### config.mk
export PLATFORM = sky130hd
export DESIGN_NAME = rom_pair_scanner
export DESIGN_NICKNAME = d
export VERILOG_FILES = /design/src/rtl/tuple_sum_pkg.sv /design/src/rtl/rom_pair_scanner.sv
export SDC_FILE = /design/constraint.sdc
export NUM_CORES = 1
export LEC_CHECK = 0
export BUFFER_PORTS_ARGS = -buffer_cell sky130_fd_sc_hd__buf_4
export CORE_AREA = 8 8 93 95
export CTS_BUF_LIST = sky130_fd_sc_hd__clkbuf_16
export DETAILED_ROUTE_END_ITERATION = 8
export DIE_AREA = 0 0 101 103
export PLACE_DENSITY = 0.71
export SETUP_SLACK_MARGIN = 0.15
export SYNTH_ARGS = -nofsm -noshare
export SYNTH_HDL_FRONTEND = slang
export SYNTH_SLANG_ARGS = --single-unit
### constraint.sdc
create_clock -name clk -period 3.66 [get_ports clk]
set_input_delay 0.549 -clock clk [delete_from_list [all_inputs] [get_ports clk]]
set_output_delay 0.549 -clock clk [all_outputs]
set_load 0.05 [all_outputs]
### src/rtl/tuple_sum_pkg.sv
// Shared definitions for the coefficient-ROM pair scanner.
//   scan_state_e : scanner FSM states
//   ROM_ADDR_W / ROM_DATA_W : geometry of the 256x8 coefficient ROM,
//                             shared with the ROM wrapper
package tuple_sum_pkg;

  localparam int ROM_ADDR_W = 8;
  localparam int ROM_DATA_W = 8;

  typedef enum logic [2:0] {
    IDLE   = 3'd0,
    LOAD_I = 3'd1,
    SCAN_J = 3'd2,
    EMIT   = 3'd3,
    DONE   = 3'd4
  } scan_state_e;

endpackage

### src/rtl/rom_pair_scanner.sv
// Read-side master for the coefficient ROM. Walks every unordered index pair
// (i<j) over entries 0..N_ENTRIES-1, adds the two signed entries and streams
// out each pair whose sum equals the target latched at start.
//
// Ports
//   clk, rst_n           : clock, synchronous active-low reset
//   start, target        : begin a scan (IDLE only); signed DATA_W+1 target
//   rom_addr, rom_cs     : ROM address / chip-select (decoded from registers)
//   rom_dout             : combinational ROM read data
//   hit_valid/hit_ready  : hit stream handshake; hit_i < hit_j payload
//   hit_count            : saturating count of accepted hits this scan
//   busy, done           : scan in progress / one-cycle end-of-scan pulse
module rom_pair_scanner
  import tuple_sum_pkg::*;
#(
  parameter int ADDR_W    = ROM_ADDR_W,
  parameter int DATA_W    = ROM_DATA_W,
  parameter int N_ENTRIES = 8,
  parameter int CNT_W     = 16
) (
  input  logic              clk,
  input  logic              rst_n,
  input  logic              start,
  input  logic [DATA_W:0]   target,
  output logic [ADDR_W-1:0] rom_addr,
  output logic              rom_cs,
  input  logic [DATA_W-1:0] rom_dout,
  output logic              hit_valid,
  input  logic              hit_ready,
  output logic [ADDR_W-1:0] hit_i,
  output logic [ADDR_W-1:0] hit_j,
  output logic [CNT_W-1:0]  hit_count,
  output logic              busy,
  output logic              done
);

  // Last legal j and i; clamped so degenerate builds still elaborate.
  localparam int LAST_J = (N_ENTRIES >= 1) ? N_ENTRIES - 1 : 0;
  localparam int LAST_I = (N_ENTRIES >= 2) ? N_ENTRIES - 2 : 0;
  localparam logic [ADDR_W-1:0] LAST_J_A = ADDR_W'(LAST_J);
  localparam logic [ADDR_W-1:0] LAST_I_A = ADDR_W'(LAST_I);
  localparam bit HAS_PAIRS = (N_ENTRIES >= 2);

  scan_state_e state, nxt_state;

  logic [ADDR_W-1:0] i, j;
  logic [DATA_W-1:0] a_i;
  logic [DATA_W:0]   tgt_q;

  // Sign-extended add at DATA_W+1 bits; two's-complement wrap never occurs
  // because the extra bit absorbs the carry.
  logic [DATA_W:0] sum;
  logic            match;
  assign sum   = {a_i[DATA_W-1], a_i} + {rom_dout[DATA_W-1], rom_dout};
  assign match = (sum == tgt_q);

  // Next pair: shared by a SCAN_J miss and an EMIT handshake.
  logic [ADDR_W-1:0] adv_i, adv_j;
  scan_state_e       adv_st;
  always_comb begin
    adv_i  = i;
    adv_j  = j;
    adv_st = DONE;
    if (j < LAST_J_A) begin
      adv_j  = j + 1'b1;
      adv_st = SCAN_J;
    end else if (i < LAST_I_A) begin
      adv_i  = i + 1'b1;
      adv_j  = i + ADDR_W'(2);  // new i plus one
      adv_st = LOAD_I;
    end
  end

  // State register
  always_ff @(posedge clk) begin
    if (!rst_n) state <= IDLE;
    else        state <= nxt_state;
  end

  // Next-state logic
  always_comb begin
    nxt_state = state;
    case (state)
      IDLE:    if (start) nxt_state = HAS_PAIRS ? LOAD_I : DONE;
      LOAD_I:  nxt_state = SCAN_J;
      SCAN_J:  nxt_state = match ? EMIT : adv_st;
      EMIT:    if (hit_ready) nxt_state = adv_st;
      DONE:    nxt_state = IDLE;
      default: nxt_state = IDLE;
    endcase
  end

  // Datapath registers
  always_ff @(posedge clk) begin
    if (!rst_n) begin
      i         <= '0;
      j         <= '0;
      a_i       <= '0;
      tgt_q     <= '0;
      hit_i     <= '0;
      hit_j     <= '0;
      hit_count <= '0;
    end else begin
      case (state)
        IDLE: if (start) begin
          tgt_q     <= target;
          hit_count <= '0;
          i         <= '0;
          j         <= ADDR_W'(1);
        end
        LOAD_I: a_i <= rom_dout;
        SCAN_J: begin
          if (match) begin
            hit_i <= i;
            hit_j <= j;
          end else begin
            i <= adv_i;
            j <= adv_j;
          end
        end
        EMIT: if (hit_ready) begin
          if (hit_count != '1) hit_count <= hit_count + 1'b1;
          i <= adv_i;
          j <= adv_j;
        end
        default: ;
      endcase
    end
  end

  // Output decode from registered state/index
  always_comb begin
    rom_cs    = 1'b0;
    rom_addr  = '0;
    hit_valid = 1'b0;
    busy      = 1'b0;
    done      = 1'b0;
    case (state)
      LOAD_I: begin rom_cs = 1'b1; rom_addr = i; busy = 1'b1; end
      SCAN_J: begin rom_cs = 1'b1; rom_addr = j; busy = 1'b1; end
      EMIT:   begin hit_valid = 1'b1; busy = 1'b1; end
      DONE:   done = 1'b1;
      default: ;
    endcase
  end

endmodule
# After elaboration in Yosys (flattened, before gate mapping)

Cells that the tools add are included.

Bits in registers: 68
Input port bits: 21
Output and inout bits: 44

$add $sub $neg: 5
Magnitude comparators: 2
Equality and inequality tests: 10
Multiplexer cells: 27
Reduce and logical (&&, ||, !) cells: 10

Operators by type and width:

| kind                    | count |
|---|---|
| $mux W8                 | 10 |
| $mux W16                | 3 |
| $pmux W8 S3             | 2 |
| $pmux W16 S2            | 1 |
| $add A16 B1 Y16 const B | 1 |
| $add A8 B1 Y8 const B   | 2 |
| $lt A8 B3 Y1 const B    | 2 |
| $ne A16 B16 Y1 const B  | 1 |
| $pmux W8 S2             | 1 |
| $mux W3                 | 5 |
| $pmux W3 S4             | 1 |
| $add A8 B8 Y9           | 1 |
| $eq A9 B9 Y1            | 1 |
| $add A8 B2 Y8 const B   | 1 |
| $ne A2 B2 Y1 const B    | 4 |
| $reduce_and A4 Y1       | 2 |
| $eq A3 B2 Y1 const B    | 2 |
| $reduce_and A2 Y1       | 3 |
| $mux W1                 | 4 |
| $eq A3 B1 Y1 const B    | 1 |
| $eq A3 B3 Y1 const B    | 1 |
| $logic_not A3 Y1        | 1 |
| $reduce_bool A3 Y1      | 1 |
| $reduce_or A3 Y1        | 1 |
| 2 further kinds         | 2 |

# Depth between registers and ports, before layout

Depth in word-level cells: 5
Depth in mapped cells: 11
Depth with buffers taken out: 9

# Worst setup path after synthesis

No wires, ideal clock.

Path kind: input-to-reg
Start point: in rom_dout[0]
End point: reg state[0]
Library setup time: 58 ps
Arrival: 2994 ps
Data required time: 3602 ps
Setup slack: 607 ps
Cell stages on the path: 8
Buffers on the path: 0
Cells stage by stage: ha_1 -> fa_1 -> xor2_1 -> a2111o_1 -> a311o_1 -> or4_4 -> a2111oi_2 -> o21a_1

Word-level cells in the longest chain between the ends: 4

Ends and longest elaborated chain:

| item                 | RTL line               | RTL |
|---|---|---|
| from (decl)          | rom_pair_scanner.sv:27 | `input logic [DATA_W-1:0] rom_dout,` |
| $add A8 B8 Y9        | rom_pair_scanner.sv:54 | `assign sum = {a_i[DATA_W-1], a_i} + {rom_dout[DATA_W-1], rom_dout};` |
| $eq A9 B9 Y1         | rom_pair_scanner.sv:55 | `assign match = (sum == tgt_q);` |
| $mux W3              | rom_pair_scanner.sv:86 | `SCAN_J: nxt_state = match ? EMIT : adv_st;` |
| $pmux W3 S4          | rom_pair_scanner.sv:83 | `case (state)` |
| to (signal assigned) | rom_pair_scanner.sv:77 | `else state <= nxt_state;` |
| to (decl)            | rom_pair_scanner.sv:44 | `scan_state_e state, nxt_state;` |

Every way passes these cells.
A chain may end at the register's enable or synchronous reset.

# Worst setup path after layout

Start point: in rom_dout[0]
End point: reg j[4]

Word-level cells in the longest chain between the ends: 4

Ends and longest elaborated chain:

| item                               | RTL line                | RTL |
|---|---|---|
| $add A8 B8 Y9                      | rom_pair_scanner.sv:54  |  |
| $eq A9 B9 Y1                       | rom_pair_scanner.sv:55  |  |
| $ne A2 B2 Y1 (no source line)      | -                       |  |
| $reduce_and A4 Y1 (no source line) | -                       |  |
| to (signal assigned)               | rom_pair_scanner.sv:118 | `j <= adv_j;` |
| to (signal assigned)               | rom_pair_scanner.sv:124 | `j <= adv_j;` |
| to (decl)                          | rom_pair_scanner.sv:46  | `logic [ADDR_W-1:0] i, j;` |

Every way passes these cells.

==> impl_results.md <==
- Outcome: completed
- Syn-to-layout area delta: 24.4%
- Min-Delay Endpoint: tgt_q[8]$_SDFFE_PN0P_
- CTS H-Tree Depth: 3
- Uppermost layer routed: met4
- Reg power frac: 0.400
- Die width: 101 um
- EDFF count, synth: 0
- Static leakage: 0.00180 uW
- Slew Limit Fails: 0
- CTS tree: yes
- WL/cell: 15.6 um
- Startpoint type of the worst setup path: input port
- Switching Share: 0.285
- Seq/Total Area, Yosys: 0.395
- 1st-iter DRT viols: 171
- Largest family of logic cells by synthesized area: simple AND/OR/NAND/NOR gates
- Number of max-cap violations: 0
- Largest net degree at the start of global routing: 26
- Max clock buf depth: 2
- RSZ-0062 raised after global routing: false
- Post-Synth Simple-Gate Area: 0.232
- Syn avg cell area: 8.69 sq um
- Setup TNS: 0 ns
- # nets final: 490
- Proportion of synthesized area in mux cells: 0.0754
- Min Clock Period, post-route: 3.00 ns
- Vias: 3104
- Setup Buffers After CTS: 0
- Switching power: 566 uW
- DRC viols: 0
- Synth Flop Type: dfxtp_1
- Final hold vios: 0
- GR Util All Layers: 0.178
- CTS root buf: clkbuf_16
- Initial antenna violation count: 0
- Critical Path AT: 3.27 ns
- Synth Area in XOR/XNOR: 0.0609
- Tcrit/Tclk final: 0.820
- Util after Layout: 0.602
- Area leader, netlist: dfxtp_1
- Core area: 7140 sq um
- DIE AREA: 10400 sq um
- Grt ovf: 0
- Clock share of power: 0.415
- Post-Synth Adder-Cell Area: 0.0493
- Total iterations of the first detailed-routing run: 4
- CP Cell Sequence: buf_4, ha_1, fa_1, xor2_1, a2111o_1, a311o_1, nand4bb_4, nor3_2, buf_12, or2_1, and3_1
- Critical R2R Launch: a_i[0]$_SDFFE_PN0N_
- WL met3: 519 um
- CTS resizes: 0
- Post-Layout Cell Count: 560
- Fmax: 333 MHz
- Area share of the largest cell type after synthesis: 0.395
- Int Power: 1420 uW
- Area contributors post-synth: dfxtp_1 (39%), mux2i_1 (7.5%), nor2_1 (6.7%)
- Register Area: 1360 sq um
- Hold_buf cts: 0
- Worst skew pair latency: 0.33 ns
- Antenna-violating nets left: 0
- Worst setup EP type: register
- CTS Buf Count: 9
- Clock Skew: 0.00399 ns
- Net Count, Synth: 431
- Post-DP HPWL: 6.28 mm
- Number of fill cells in the layout: 679
- Reg-to-reg critical path endpoint: j[4]$_SDFFE_PN0P_
- I/O Buffers: 64
- Pwr dens: 463 nW/um^2
- Reg2reg setup slack: 0.67 ns
- Cells after DPL: 544
- Mapped Area: 3450 sq um
- Vias in the first global route: 3103
- # diodes: 0
- Clk sinks: 68
- Setup violations, final: 0
- Layout cells sized above 1: 0.191
- Hold Startpoint: target[8]
- Tightest Pin Transition: 1.04 ns
- Flops & latches, synth: 68
- Worst Path Required: 3.93 ns
- I/O pins: 65
- Final wirelength: 8.72 mm
- Worst r2r path cells: 10
- Final Wtd Congestion: 0.882
- Worst hold path class: input port to register
- First-pass GRT wire length: 14.9 mm
- Crit-path slowest cell: fa_1
- Clk slew on worst S/H paths: 0.06 ns
- Die H: 103 um
- Post-synthesis cell type count: 59
- Asr flop ratio synth: 0
- Crit path kind: input port to register
- Max VDD drop: 0.297 mV
- Post-synthesis compound-gate area fraction: 0.156
- # rows: 31
- WL met2: 4.14 mm
- Most frequent cells in the layout: dfxtp_1 (68), buf_4 (66), nor2_1 (62)
- Post-synthesis cell count: 397
- Commonest non-fill, non-tap cell in the layout: dfxtp_1
- Vias per std cell: 5.54
- Initial Util: 0.483
- Met1 WL: 3.99 mm
- Critical path peak fanout: 19
- Area of the multi-input gates: 1990 sq um
- Worst path max stage delay: 0.47 ns
- Yosys Warn Count: 0
- Hold Path Cell Cnt: 3
- Slew Limit Headroom: 0.304
- Combinational Power Share: 0.184
-- flip-flops by register name, summed over array words and instances, names as in the netlist --
| signal | count |
|---|---|
| tgt_q | 9 |
| i | 8 |
| a_i | 8 |
| hit_i | 8 |
| j | 8 |
| hit_j | 8 |
| hit_count | 16 |
| state | 3 |
-- through the flow --
stage	setup WS [ns]	cell area [sq um]	hold slack, ns	total power [uW]
floorplan	0.607	3450	0.435	1080
global placement	0.392	4010	0.459	1170
detailed placement	0.328	4010	0.462	1180
CTS	0.645	4290	0.461	2000
global route	0.449	4290	0.469	2080
finish	0.657	4290	0.468	1990
-- layout make-up --
| class | instances | area share |
|---|---|---|
| Clock inverter | 7 | 0.0137 |
| Tap cell | 99 | 0.0289 |
| Timing Repair Buffer | 67 | 0.120 |
| Multi-Input combinational cell | 304 | 0.463 |
| Clock buffer | 9 | 0.0525 |
| Sequential cell | 68 | 0.317 |
| Inverter | 6 | 0.00525 |
-- layer usage --
metal / vias to the layer above / track usage
li1: 1546 / -
met1: 1478 / 0.216
met2: 74 / 0.290
met3: 6 / 0.0540
met4: 0 / 0.0653
met5: - / 0
-- critical path: cells and delay by family --
family / cells / cell delay (ns)
and+or+nand+nor: 4 / 0.87
AOI/OAI and AO/OA: 2 / 0.67
buffers and inverters: 2 / 0.33
adders and majority gates: 2 / 0.67
xor gates and xnor gates: 1 / 0.16
-- cells in the mapped netlist, types with 3 or more instances --
master     instances
clkbuf_1          12
nor3_1             3
a21oi_1           26
inv_1              6
nand2_1           44
xnor2_1            7
buf_1              3
o211ai_1           4
xor2_1            17
nand3_1            9
a21o_1             3
and3_1            14
o2111ai_1          3
o21a_1             4
nor2_1            62
nor4_1             3
nand2b_1           3
ha_1              12
or4_1              3
a22oi_1            9
mux2i_1           26
o21ai_0            6
dfxtp_1           68
nand4_1            7
-- cell families (layout without fill, tap and decap cells) --
| family | after synthesis | in the layout |
|---|---|---|
| multiplexers | 26 | 26 |
| flip-flops | 68 | 68 |
| buffers and inverters | 25 | 89 |
| adder cells (fa/ha/maj) | 13 | 13 |
| AND/OR/NAND/NOR | 164 | 164 |
| AO/OA/AOI/OAI | 77 | 77 |
| XOR/XNOR | 24 | 24 |
-- worst max-delay path by stage --
stage                              from  cells past startpoint               endpoint  slack, ns
global route        a_i[0]$_SDFFE_PN0N_                      9      i[6]$_SDFFE_PN0P_       0.45
CTS                 a_i[0]$_SDFFE_PN0N_                      8  state[0]$_SDFFE_PN0P_       0.65
finish                      rom_dout[0]                     11      j[4]$_SDFFE_PN0P_       0.66
detailed placement          rom_dout[0]                      9  state[0]$_SDFFE_PN0P_       0.33
global placement            rom_dout[0]                     10      i[1]$_SDFFE_PN0P_       0.39
floorplan                   rom_dout[0]                      8  state[0]$_SDFFE_PN0P_       0.61
-- power by group through the flow --
stage	Combinational (uW)	Clock [uW]	Sequential (uW)
final	366	825	796
after global routing	406	874	800
after CTS	366	841	796
after detailed placement	363	0	812
after global placement	359	0	810
after floorplan	270	0	810
No activity file was read; power rests on OpenSTA's default activity.
